$ cat src/rtl/fetch_stage_pkg.sv
// Shared types and constants for the instruction fetch stage.
package fetch_stage_pkg;

    typedef enum logic [1:0] {
        BOOT = 2'd0,
        RUN  = 2'd1,
        HALT = 2'd2
    } fetch_state_t;

    localparam int LONG_BIT    = 16;
    localparam int INSTR_W     = 32;
    localparam int WORD_W      = 16;
    localparam int IMEM_ADDR_W = 20;

endpackage

$ cat src/rtl/fetch_stage_len_decode.sv
// Instruction length decode: bit 0 of the first word marks a 32-bit
// instruction. Also produces the IF/ID-formatted instruction and the
// sequential next PC.
module fetch_len_decode
    import fetch_stage_pkg::*;
#(
    parameter int PC_W = 32
) (
    input  logic [INSTR_W-1:0] instr,
    input  logic [PC_W-1:0]    pc,
    output logic               isLong,
    output logic [1:0]         len,
    output logic [PC_W-1:0]    pcPlus,
    output logic [INSTR_W-1:0] fetchedInstr
);

    // Short instructions keep only the first word, low half zeroed.
    always_comb begin
        isLong       = instr[LONG_BIT];
        len          = isLong ? 2'd2 : 2'd1;
        pcPlus       = pc + PC_W'(len);
        fetchedInstr = isLong ? instr : {instr[INSTR_W-1:WORD_W], WORD_W'(0)};
    end

endmodule

$ cat src/rtl/fetch_stage.sv
// PC / fetch stage: boot vector load, length decode, PC advance and the
// IF/ID pipeline register, with stall, flush, branch redirect and halt.
module fetch_stage
    import fetch_stage_pkg::*;
#(
    parameter bit              BOOT_FROM_MEM = 1'b1,
    parameter logic [31:0]     RESET_PC      = 32'h0000_0000,
    parameter int              PC_W          = 32
) (
    input  logic               clk,
    input  logic               rst_n,
    input  logic               stall,
    input  logic               flush,
    input  logic               branch_taken,
    input  logic [PC_W-1:0]    branch_target,
    input  logic               halt,
    input  logic [INSTR_W-1:0] instr,
    output logic [PC_W-1:0]    pc,
    output logic [INSTR_W-1:0] ifid_instr,
    output logic [PC_W-1:0]    ifid_pc,
    output logic [PC_W-1:0]    ifid_next_pc,
    output logic               ifid_is_long,
    output logic               ifid_valid,
    output logic               halted
);

    fetch_state_t        stateQ, stateD;
    logic [PC_W-1:0]     pcQ, pcD;
    logic [INSTR_W-1:0]  ifidInstrQ, ifidInstrD;
    logic [PC_W-1:0]     ifidPcQ, ifidPcD;
    logic [PC_W-1:0]     ifidNextPcQ, ifidNextPcD;
    logic                ifidIsLongQ, ifidIsLongD;
    logic                ifidValidQ, ifidValidD;

    logic                isLong;
    logic [1:0]          len;
    logic [PC_W-1:0]     pcPlus;
    logic [INSTR_W-1:0]  fetchedInstr;

    fetch_len_decode #(.PC_W(PC_W)) lenDecode (
        .instr        (instr),
        .pc           (pcQ),
        .isLong       (isLong),
        .len          (len),
        .pcPlus       (pcPlus),
        .fetchedInstr (fetchedInstr)
    );

    // State, PC and IF/ID register; reset wins over every other input.
    always_ff @(posedge clk) begin
        if (!rst_n) begin
            stateQ      <= BOOT_FROM_MEM ? BOOT : RUN;
            pcQ         <= BOOT_FROM_MEM ? '0 : PC_W'(RESET_PC);
            ifidInstrQ  <= '0;
            ifidPcQ     <= '0;
            ifidNextPcQ <= '0;
            ifidIsLongQ <= 1'b0;
            ifidValidQ  <= 1'b0;
        end else begin
            stateQ      <= stateD;
            pcQ         <= pcD;
            ifidInstrQ  <= ifidInstrD;
            ifidPcQ     <= ifidPcD;
            ifidNextPcQ <= ifidNextPcD;
            ifidIsLongQ <= ifidIsLongD;
            ifidValidQ  <= ifidValidD;
        end
    end

    // Next state: boot loads the reset vector, run applies halt > branch > flush > stall.
    always_comb begin
        stateD      = stateQ;
        pcD         = pcQ;
        ifidInstrD  = ifidInstrQ;
        ifidPcD     = ifidPcQ;
        ifidNextPcD = ifidNextPcQ;
        ifidIsLongD = ifidIsLongQ;
        ifidValidD  = ifidValidQ;
        case (stateQ)
            BOOT: begin
                pcD        = PC_W'(instr);
                stateD     = RUN;
                ifidValidD = 1'b0;
            end
            RUN: begin
                if (halt) begin
                    stateD     = HALT;
                    ifidValidD = 1'b0;
                end else if (branch_taken) begin
                    pcD        = branch_target;
                    ifidValidD = 1'b0;
                end else if (flush) begin
                    ifidValidD = 1'b0;
                end else if (!stall) begin
                    ifidInstrD  = fetchedInstr;
                    ifidPcD     = pcQ;
                    ifidNextPcD = pcPlus;
                    ifidIsLongD = isLong;
                    ifidValidD  = 1'b1;
                    pcD         = pcPlus;
                end
            end
            HALT: begin
                ifidValidD = 1'b0;
            end
            default: begin
                stateD     = BOOT;
                ifidValidD = 1'b0;
            end
        endcase
    end

    assign pc           = pcQ;
    assign ifid_instr   = ifidInstrQ;
    assign ifid_pc      = ifidPcQ;
    assign ifid_next_pc = ifidNextPcQ;
    assign ifid_is_long = ifidIsLongQ;
    assign ifid_valid   = ifidValidQ;
    assign halted       = (stateQ == HALT);

endmodule
$ cat config.mk
export PLATFORM = sky130hd
export DESIGN_NAME = fetch_stage
export DESIGN_NICKNAME = d
export VERILOG_FILES = /design/src/rtl/fetch_stage_pkg.sv /design/src/rtl/fetch_stage_len_decode.sv /design/src/rtl/fetch_stage.sv
export SDC_FILE = /design/constraint.sdc
export NUM_CORES = 1
export LEC_CHECK = 0
export BUFFER_PORTS_ARGS = -buffer_cell sky130_fd_sc_hd__clkbuf_2
export CAP_MARGIN = 20
export CORE_ASPECT_RATIO = 1.4
export CORE_MARGIN = 3
export CORE_UTILIZATION = 30
export DETAILED_ROUTE_END_ITERATION = 6
export PLACE_DENSITY = 0.57
export REMOVE_ABC_BUFFERS = 1
export SYNTH_ARGS = -nofsm -noshare
export SYNTH_HDL_FRONTEND = slang
export SYNTH_SLANG_ARGS = --single-unit
$ cat constraint.sdc
create_clock -name clk -period 9 [get_ports clk]
set_input_delay 1.35 -clock clk [delete_from_list [all_inputs] [get_ports clk]]
set_output_delay 1.35 -clock clk [all_outputs]
set_load 0.01 [all_outputs]
==> results of run 1 <==
==> sequential cells by signal, indices dropped and copies added, names as in the netlist <==
register,count
ifid_instr,32
pc,32
stateQ,2
ifid_next_pc,32
ifid_pc,32
ifid_valid,1
==> placed cells by master, fill, tap and decap left out, types with 3 or more instances in the layout <==
cell type / count
clkbuf_2: 200
a31oi_1: 3
o311ai_0: 6
and2_1: 3
clkbuf_1: 6
dfxtp_1: 131
inv_1: 8
a22o_1: 6
xor2_1: 13
a21o_1: 3
a21oi_1: 116
a211oi_1: 10
o22ai_1: 4
buf_4: 9
nand3_1: 49
o21a_1: 3
nand2_1: 163
or4_1: 7
and3_1: 9
or3_1: 6
nand4_1: 15
clkbuf_16: 17
o21ai_0: 46
clkbuf_8: 4
nor2_1: 35
xnor2_1: 15
o211ai_1: 7
nor3_1: 5
nor4_4: 4
a221oi_1: 3
clkinv_2: 3
mux2i_1: 3
==> layout make-up <==
| cell class | instances | area share, % |
|---|---|---|
| timing repair buffer | 209 | 13.7 |
| clock buffer | 27 | 6.46 |
| multi-input combinational | 575 | 41.0 |
| sequential | 131 | 33.7 |
| clock inverter | 4 | 0.611 |
| tap | 252 | 4.05 |
| antenna | 1 | 0.0321 |
| inverter | 9 | 0.450 |
==> logic make-up after synthesis <==
kind of cell,after synthesis,share of synthesized area (%)
compound gates,223,21.3
xor+xnor,28,4.01
fa+ha+maj,3,0.737
buf+inv,81,5.28
mux,5,0.860
simple gates,316,24.9
flops,131,42.9
==> tightest hold or removal path, delay by kind of cell, from the launching register on <==
kind,cells,cell delay [ns]
AO/OA/AOI/OAI,1,0.05
flip-flops,1,0.30
AND/OR/NAND/NOR,1,0.05
==> path summary, 6_finish.rpt <==
kind                                        to  cells after the start  slack (ns)
worst max-delay path                    pc[25]                      7        4.81
worst min-delay path            ifid_instr[11]                      2        0.45
worst max register to register          pc[25]                      5        5.65
worst min register to register  ifid_instr[11]                      2        0.45
==> where the power goes <==
group | total (mW) | internal, mW | switching, mW | leakage (nW)
logic | 0.191 | 0.0743 | 0.116 | 1.78
registers | 0.650 | 0.603 | 0.0464 | 1.06
clock network | 0.662 | 0.407 | 0.255 | 0.267
total | 1.50 | 1.09 | 0.418 | 3.11
==> layer usage <==
metal  vias to the layer above  part of all wire (%)  global-route usage (%)
met1                      2928                    40                    22.2
li1                       3082                     -                       -
met2                       151                    54                    36.5
met4                         0                   1.2                    5.64
met5                         -                     0                       0
met3                        19                   4.5                    4.25
==> impl_metrics.ini, run 1 <==
[final_layout]
fillers = 2159
final_area_um2 = 7780
fin_cells = 1208
final_util_pct = 39.1
drive_above_1_share_pct = 26.1
seq_area_um2 = 2620
multi_input_area_um2 = 3190
nets = 1016
syn_to_final_growth_pct = 27.4

[cts]
cts_resized = 0
clk_latency_ns = 0.42
cts_tree = built
postCtsSetupBuffers = 0
holdBufCountCts = 0
cts_made_buffers = 17
clkTransAtPathRegs_ns = 0.06
clockBufferDepth = 2
clock_sinks = 131
cts_root_buffer = clkbuf_16
cts_htree_levels = 4

[critical_path]
startpoint = branch_taken
end_kind = flip-flop
worstPathMaxFanout = 38
cp_top_family = simple AND/OR/NAND/NOR gates
cpPeakStageDelay_ns = 1.05
start_kind = input pin
worst_path_max_delay_cell = or4_2
arrival_ns = 4.54
critical_path_class = input pin to flip-flop
cp_num_buf_inv = 3
crit_chain = clkbuf_2, buf_4, or3b_1, or4_2, buf_4, or4_1, nand3_1
crit_top_cell = buf_4
cp.required_ns = 9.36
rr_startpoint = stateQ[0]

[detailed_routing]
drc_errors = 0
via_count = 6180
dr.pass1.iters = 5
wl_per_cell_um = 18.1
routed_wl_um = 21900
vias_per_cell = 5.12
ant_nets = 0
drtIter0Drc = 357

[floorplan]
num_rows = 61
die_w_um = 127
die-height_um = 175
start_util_pct = 30.7
ios = 201
dieArea_um2 = 22100
core_area_um2 = 19900

[logic_synthesis]
yosysSeqAreaShare_pct = 42.9
synth_area_leaders = dfxtp_1, nand2_1, a21oi_1
synthTopCellsByCount = nand2_1, dfxtp_1, a21oi_1
yosysUniqueCellTypes = 61
synth_top_area_share_pct = 42.9
synth_most_common_cell = nand2_1
yosysTopAreaCell = dfxtp_1
ys_warn_count = 0
avgSynthCellArea_um2 = 7.76
async_flop_share_pct = 0
synth_seq_cells = 131
synth_edf_count = 0
netlist_area_um2 = 6110
synth_cells = 787
synthFlopType = dfxtp_1

[sta]
worst_pin_slew_ns = 1.00
rsz0062_at_grt = no
slew-limit-headroom_pct = 33.1
hold_violations = 0
finalWorstSetupSlack_ns = 4.81
finalSetupViolations = 0
min_period_ns = 4.19
finalCritPeriodShare_pct = 46.5
final_max_slew_viol_count = 0
hold_ws_ns = 0.451
fmax_mhz = 239
fin_worst_skew_ns = 0.00993
fin_setup_tns_ns = 0

[status]
outcome = completed

[placed_design]
dpl-instance-area_um2 = 7230
post-place-ws_ns = 4.33
gp_congestion = 0.779
port_buffers = 200
hpwl_um = 14800
dp.cells = 1176

[global_routing]
antenna_found_initial = 1
grt_pass1_wl_um = 34000
grt.total_usage_pct = 19.6
overflow = 0
grt_pass1_vias = 6017
grt_max_degree = 89

[pwr]
power.leakage_nw = 3.11
p_per_area_nw_per_um2 = 193
power_mw = 1.50
vdd_drop_max_v = 0.000118

[worst_hold_path]
hold_start = ifid_instr[11]
holdCritPathClass = flip-flop to flip-flop

[flow_run]
drv_cap = 0
Power figures use the tool's default switching activity.
==> run 2, diff against run 1 <==
--- a/config.mk
+++ b/config.mk
@@ -5,13 +5,14 @@
 export SDC_FILE = /design/constraint.sdc
 export NUM_CORES = 1
 export LEC_CHECK = 0
+export ABC_AREA = 1
 export BUFFER_PORTS_ARGS = -buffer_cell sky130_fd_sc_hd__clkbuf_2
 export CAP_MARGIN = 20
 export CORE_ASPECT_RATIO = 1.4
 export CORE_MARGIN = 3
 export CORE_UTILIZATION = 30
 export DETAILED_ROUTE_END_ITERATION = 6
-export PLACE_DENSITY = 0.57
+export PLACE_DENSITY = 0.59
 export REMOVE_ABC_BUFFERS = 1
 export SYNTH_ARGS = -nofsm -noshare
 export SYNTH_HDL_FRONTEND = slang
==> constraint.sdc (replaced) <==
create_clock -name clk -period 3.8 [get_ports clk]
set_input_delay 0.57 -clock clk [delete_from_list [all_inputs] [get_ports clk]]
set_output_delay 0.57 -clock clk [all_outputs]
set_load 0.01 [all_outputs]
==> run 2 against run 1 <==
  * Setup slack worse by 3.2 ns
  * Clock power is 140% higher
  * Combinational power grew to 2.8 times the previous value
  * Register-to-register slack worse by 4.1 ns
  * Critical path depth is 2 higher
  * Die area is 0.75% higher
  * Synthesized area is 0.78% higher
  * Worst hold slack worse by 0.11 ns
==> impl_metrics.ini, run 2 <==
[cts]
cts_root_buffer = clkbuf_16
clockBufferDepth = 2
cts_htree_levels = 4
cts_tree = built
clkTransAtPathRegs_ns = 0.06
holdBufCountCts = 0
clock_sinks = 131
cts_made_buffers = 17
cts_resized = 0
clk_latency_ns = 0.42
postCtsSetupBuffers = 0

[logic_synthesis]
synth_edf_count = 0
yosysSeqAreaShare_pct = 42.6
synth_seq_cells = 131
synthTopCellsByCount = nor2_1, nand2_1, dfxtp_1
synth_cells = 894
synth_top_area_share_pct = 42.6
yosysUniqueCellTypes = 30
yosysTopAreaCell = dfxtp_1
synthFlopType = dfxtp_1
synth_most_common_cell = nor2_1
ys_warn_count = 0
avgSynthCellArea_um2 = 6.89
async_flop_share_pct = 0
netlist_area_um2 = 6160
synth_area_leaders = dfxtp_1, nor2_1, a21oi_1

[sta]
fmax_mhz = 448
rsz0062_at_grt = no
fin_worst_skew_ns = 0.0107
hold_violations = 0
finalWorstSetupSlack_ns = 1.57
worst_pin_slew_ns = 0.809
finalSetupViolations = 0
fin_setup_tns_ns = 0
finalCritPeriodShare_pct = 58.7
min_period_ns = 2.23
slew-limit-headroom_pct = 45.7
final_max_slew_viol_count = 0
hold_ws_ns = 0.342

[final_layout]
fillers = 2199
nets = 1137
n_antenna_cell = 0
drive_above_1_share_pct = 23.1
fin_cells = 1327
syn_to_final_growth_pct = 27.0
final_cell_mix = clkbuf_2, nor2_1, nand2_1
layout_commonest_cell = clkbuf_2

[floorplan]
num_rows = 61
die_w_um = 127
start_util_pct = 30.8
ios = 201
core_area_um2 = 20000
dieArea_um2 = 22300
die-height_um = 176

[detailed_routing]
vias_per_cell = 4.83
drc_errors = 0
routed_wl_um = 22100
ant_nets = 0
drtIter0Drc = 309
wl_per_cell_um = 16.7
via_count = 6414
dr.pass1.iters = 5

[critical_path]
crit_top_cell = nand3_1
cp.required_ns = 4.10
worst_path_max_delay_cell = dfxtp_1
cpPeakStageDelay_ns = 0.44
critical_path_class = flip-flop to flip-flop
end_kind = flip-flop
arrival_ns = 2.53
crit_chain = ha_1, inv_1, fa_1, nor2_4, nand3_1, o21ai_0, nand3_1, nand2_1, a21oi_1
start_kind = flip-flop
worstPathMaxFanout = 6

[placed_design]
dp.cells = 1297
hpwl_um = 15400
port_buffers = 200
gp_congestion = 0.855
post-place-ws_ns = 1.22

[pwr]
p_per_area_nw_per_um2 = 467
vdd_drop_max_v = 0.000298
power.leakage_nw = 3.53

[worst_hold_path]
holdCritPathClass = input pin to flip-flop

[global_routing]
grt_max_degree = 88
grt_pass1_vias = 6035
grt.total_usage_pct = 19.8
antenna_found_initial = 0
grt_pass1_wl_um = 34200
overflow = 0

[flow_run]
drv_cap = 0

[status]
outcome = completed
## run 2: power by group
group,total [mW],internal (mW),switching (mW)
clock network,1.58,0.989,0.593
registers,1.54,1.44,0.0994
logic,0.528,0.182,0.347
total,3.65,2.61,1.04
## run 2: final cells by class
cell class | instances | area [um^2] | share of cell area (%)
multi-input cells | 628 | 2970 | 37.9
flip-flops and latches | 131 | 2620 | 33.5
repair buffers | 207 | 1070 | 13.7
clock buffers | 24 | 472 | 6.03
well taps | 252 | 315 | 4.03
inverters | 79 | 299 | 3.82
clock inverters | 6 | 80.1 | 1.02
## run 2: stage by stage
| step | total power, mW | area (um^2) | util (%) |
|---|---|---|---|
| after floorplan | 1.83 | 5880 | - |
| after global placement | 2.10 | 7270 | 36.4 |
| after detailed placement | 2.11 | 7270 | 36.4 |
| after CTS | 3.70 | 7820 | 39.1 |
| after global routing | 3.83 | 7820 | 39.1 |
| final | 3.65 | 7820 | 39.1 |
## run 2: kinds of logic after synthesis
family	after synthesis	share of synthesized area, %
adder cells (fa/ha/maj)	3	0.732
flip-flops	131	42.6
XOR/XNOR	9	1.28
AND/OR/NAND/NOR	378	25.5
buffers and inverters	135	9.25
AO/OA/AOI/OAI	238	20.7
## run 2: path summary, 6_finish.rpt
path | from | cells after the start | end | slack (ns)
min | halt | 2 | ifid_valid | 0.34
min reg2reg | ifid_instr[3] | 2 | ifid_instr[3] | 0.46
max reg2reg | pc[0] | 9 | pc[18] | 1.57
max | pc[0] | 9 | pc[18] | 1.57
## run 2: worst max-delay path, delay by kind of cell (launching register included)
family	cells	cell delay [ns]
fa+ha+maj	2	0.65
buf+inv	1	0.06
flops	1	0.44
simple gates	4	0.63
compound gates	2	0.34
## run 2: per-layer routing
metal	vias up	share of wire, %	global-route usage, %
li1	3281	-	-
met1	2933	42	23.9
met2	178	51	35.0
met3	22	4.6	3.71
met4	0	2.1	6.84
met5	-	0	0
==> run 3, diff against run 2 <==
==> constraint.sdc (replaced) <==
create_clock -name clk -period 1.85 [get_ports clk]
set_input_delay 0.2775 -clock clk [delete_from_list [all_inputs] [get_ports clk]]
set_output_delay 0.2775 -clock clk [all_outputs]
set_load 0.01 [all_outputs]
==> run 3 against run 2 <==
  * Clock power is 95% higher
  * Clock-buffer cell count stayed put
  * Cell area is 6.0% higher
  * Fmax is 22% higher
  * Critical path depth is 1 higher
  * Clock skew is 0.00079 ns lower
  * Non-clock buffer count is 36 higher
  * Worst hold slack worse by 0.29 ns
  * First-iteration DRC count is 9.1% higher
  * Global-route usage is 0.54 points higher
  * Critical endpoint is now pc[6]
  * Highest routed layer unchanged
==> impl_metrics.ini, run 3 (same netlist as run 2, synthesis figures left out) <==
[final_layout]
n_antenna_cell = 0
final_area_um2 = 8290
syn_to_final_growth_pct = 34.6
final_cell_mix = clkbuf_2, nor2_1, nand2_1
fin_cells = 1363
layout_commonest_cell = clkbuf_2
drive_above_1_share_pct = 28.5
final_util_pct = 41.5
nets = 1173
fillers = 2233

[placed_design]
hpwl_um = 16200
port_buffers = 200
gp_congestion = 0.856
dp.cells = 1329
dpl-instance-area_um2 = 7560

[pwr]
seqPwrFrac_pct = 41.9
vdd_drop_max_v = 0.000552
p_comb_share_pct = 16.8
power.leakage_nw = 3.76
switching_share_pct = 29.1
p_clk_share_pct = 41.2
power_mw = 7.48
p_per_area_nw_per_um2 = 902
intPower_mw = 5.30
power.switching_mw = 2.18

[global_routing]
grt_pass1_vias = 6439
grt_max_degree = 77
overflow = 0
antenna_found_initial = 0
use_met1_pct = 24.2
grt_pass1_wl_um = 35500
use_met3_pct = 3.59
met2_usage_pct = 36.6
grt.busiest_layer = met2
grt.total_usage_pct = 20.3

[cts]
clk_latency_ns = 0.41
clockBufferDepth = 2
clkTransAtPathRegs_ns = 0.06
cts_root_buffer = clkbuf_16
cts_htree_levels = 4
clock_sinks = 131
holdBufCountCts = 0
cts_tree = built
cts_made_buffers = 17

[flow_run]
drv_cap = 0

[sta]
rsz0062_at_grt = yes
slew-limit-headroom_pct = 70.5
fmax_mhz = 546
finalSetupViolations = 0
worst_pin_slew_ns = 0.442
hold_violations = 0
min_period_ns = 1.83
finalCritPeriodShare_pct = 99.0
fin_worst_skew_ns = 0.00987
final_max_slew_viol_count = 0

[critical_path]
cp.required_ns = 2.12
worst_path_max_delay_cell = fa_2
start_kind = flip-flop
crit_chain = ha_4, inv_2, fa_2, nor2_4, buf_6, nand2_8, buf_4, xnor2_2, nand2_1, a41oi_2
end_kind = flip-flop
worstPathMaxFanout = 4
cpPeakStageDelay_ns = 0.35
arrival_ns = 2.10
critical_path_class = flip-flop to flip-flop

[floorplan]
num_rows = 61
die-height_um = 176
die_w_um = 127
dieArea_um2 = 22300
start_util_pct = 30.8
ios = 201
core_area_um2 = 20000

[detailed_routing]
dr.pass1.iters = 5
drtIter0Drc = 337
wl_per_cell_um = 16.6
via_count = 6622
drc_errors = 0
ant_nets = 0
routed_wl_um = 22600
vias_per_cell = 4.86

[status]
outcome = completed

[worst_hold_path]
holdCritPathClass = input pin to flip-flop
-- run 3: what timing repair did --
item                                    4_1_cts  5_1_grt
pin swaps                                     2        3
setup buffers                                 1        3
endpoints found under the setup margin       36       41
cloned                                        0        0
gates resized for setup                      12       39
-- run 3: critical path: cells and delay by family (launching register included) --
kind | cells | cell delay [ns]
xor gates and xnor gates | 1 | 0.13
AOI/OAI and AO/OA | 1 | 0.08
adders and majority gates | 2 | 0.48
and+or+nand+nor | 3 | 0.33
DFF | 1 | 0.34
buffers and inverters | 3 | 0.32
-- run 3: routing by layer --
layer | part of all wire (%) | wire length [um]
met5 | 0 | 0
met1 | 42 | 9490
met3 | 3.9 | 877
met2 | 52 | 11800
met4 | 1.7 | 385
-- run 3: final cells by class --
type	instances	area [um^2]	area share, %
Clock buffer	24	462	5.57
Clock inverter	6	57.6	0.694
Inverter	79	302	3.64
Multi-Input combinational cell	628	3140	37.8
Sequential cell	131	2620	31.7
Tap cell	252	315	3.80
Timing Repair Buffer	243	1390	16.8
-- run 3: path summary, 6_finish.rpt --
check	start	cells past startpoint	endpoint	slack, ns
max	pc[0]	10	pc[6]	0.02
min	halt	2	ifid_valid	0.05
max reg2reg	pc[0]	10	pc[6]	0.02
min reg2reg	ifid_instr[2]	2	ifid_instr[2]	0.46
-- run 3: power by group through the flow --
stage / registers (mW) / logic (mW) / clock network (mW)
2_1_floorplan: 3.21 / 0.540 / 0
3_3_place_gp: 3.19 / 1.22 / 0
3_5_place_dp: 3.19 / 1.22 / 0
4_1_cts: 3.13 / 1.24 / 3.17
5_1_grt: 3.16 / 1.41 / 3.28
6_report: 3.14 / 1.26 / 3.08
-- run 3: metrics by stage --
step           TNS [ns]  setup slack, ns  hold WS [ns]
6_report              0           0.0191        0.0529
2_1_floorplan   -144.90            -1.50         0.356
5_1_grt          -0.814          -0.0832        0.0508
3_3_place_gp      -6.52           -0.256         0.452
3_5_place_dp      -8.88           -0.313         0.455
4_1_cts         -0.0316          -0.0200        0.0280
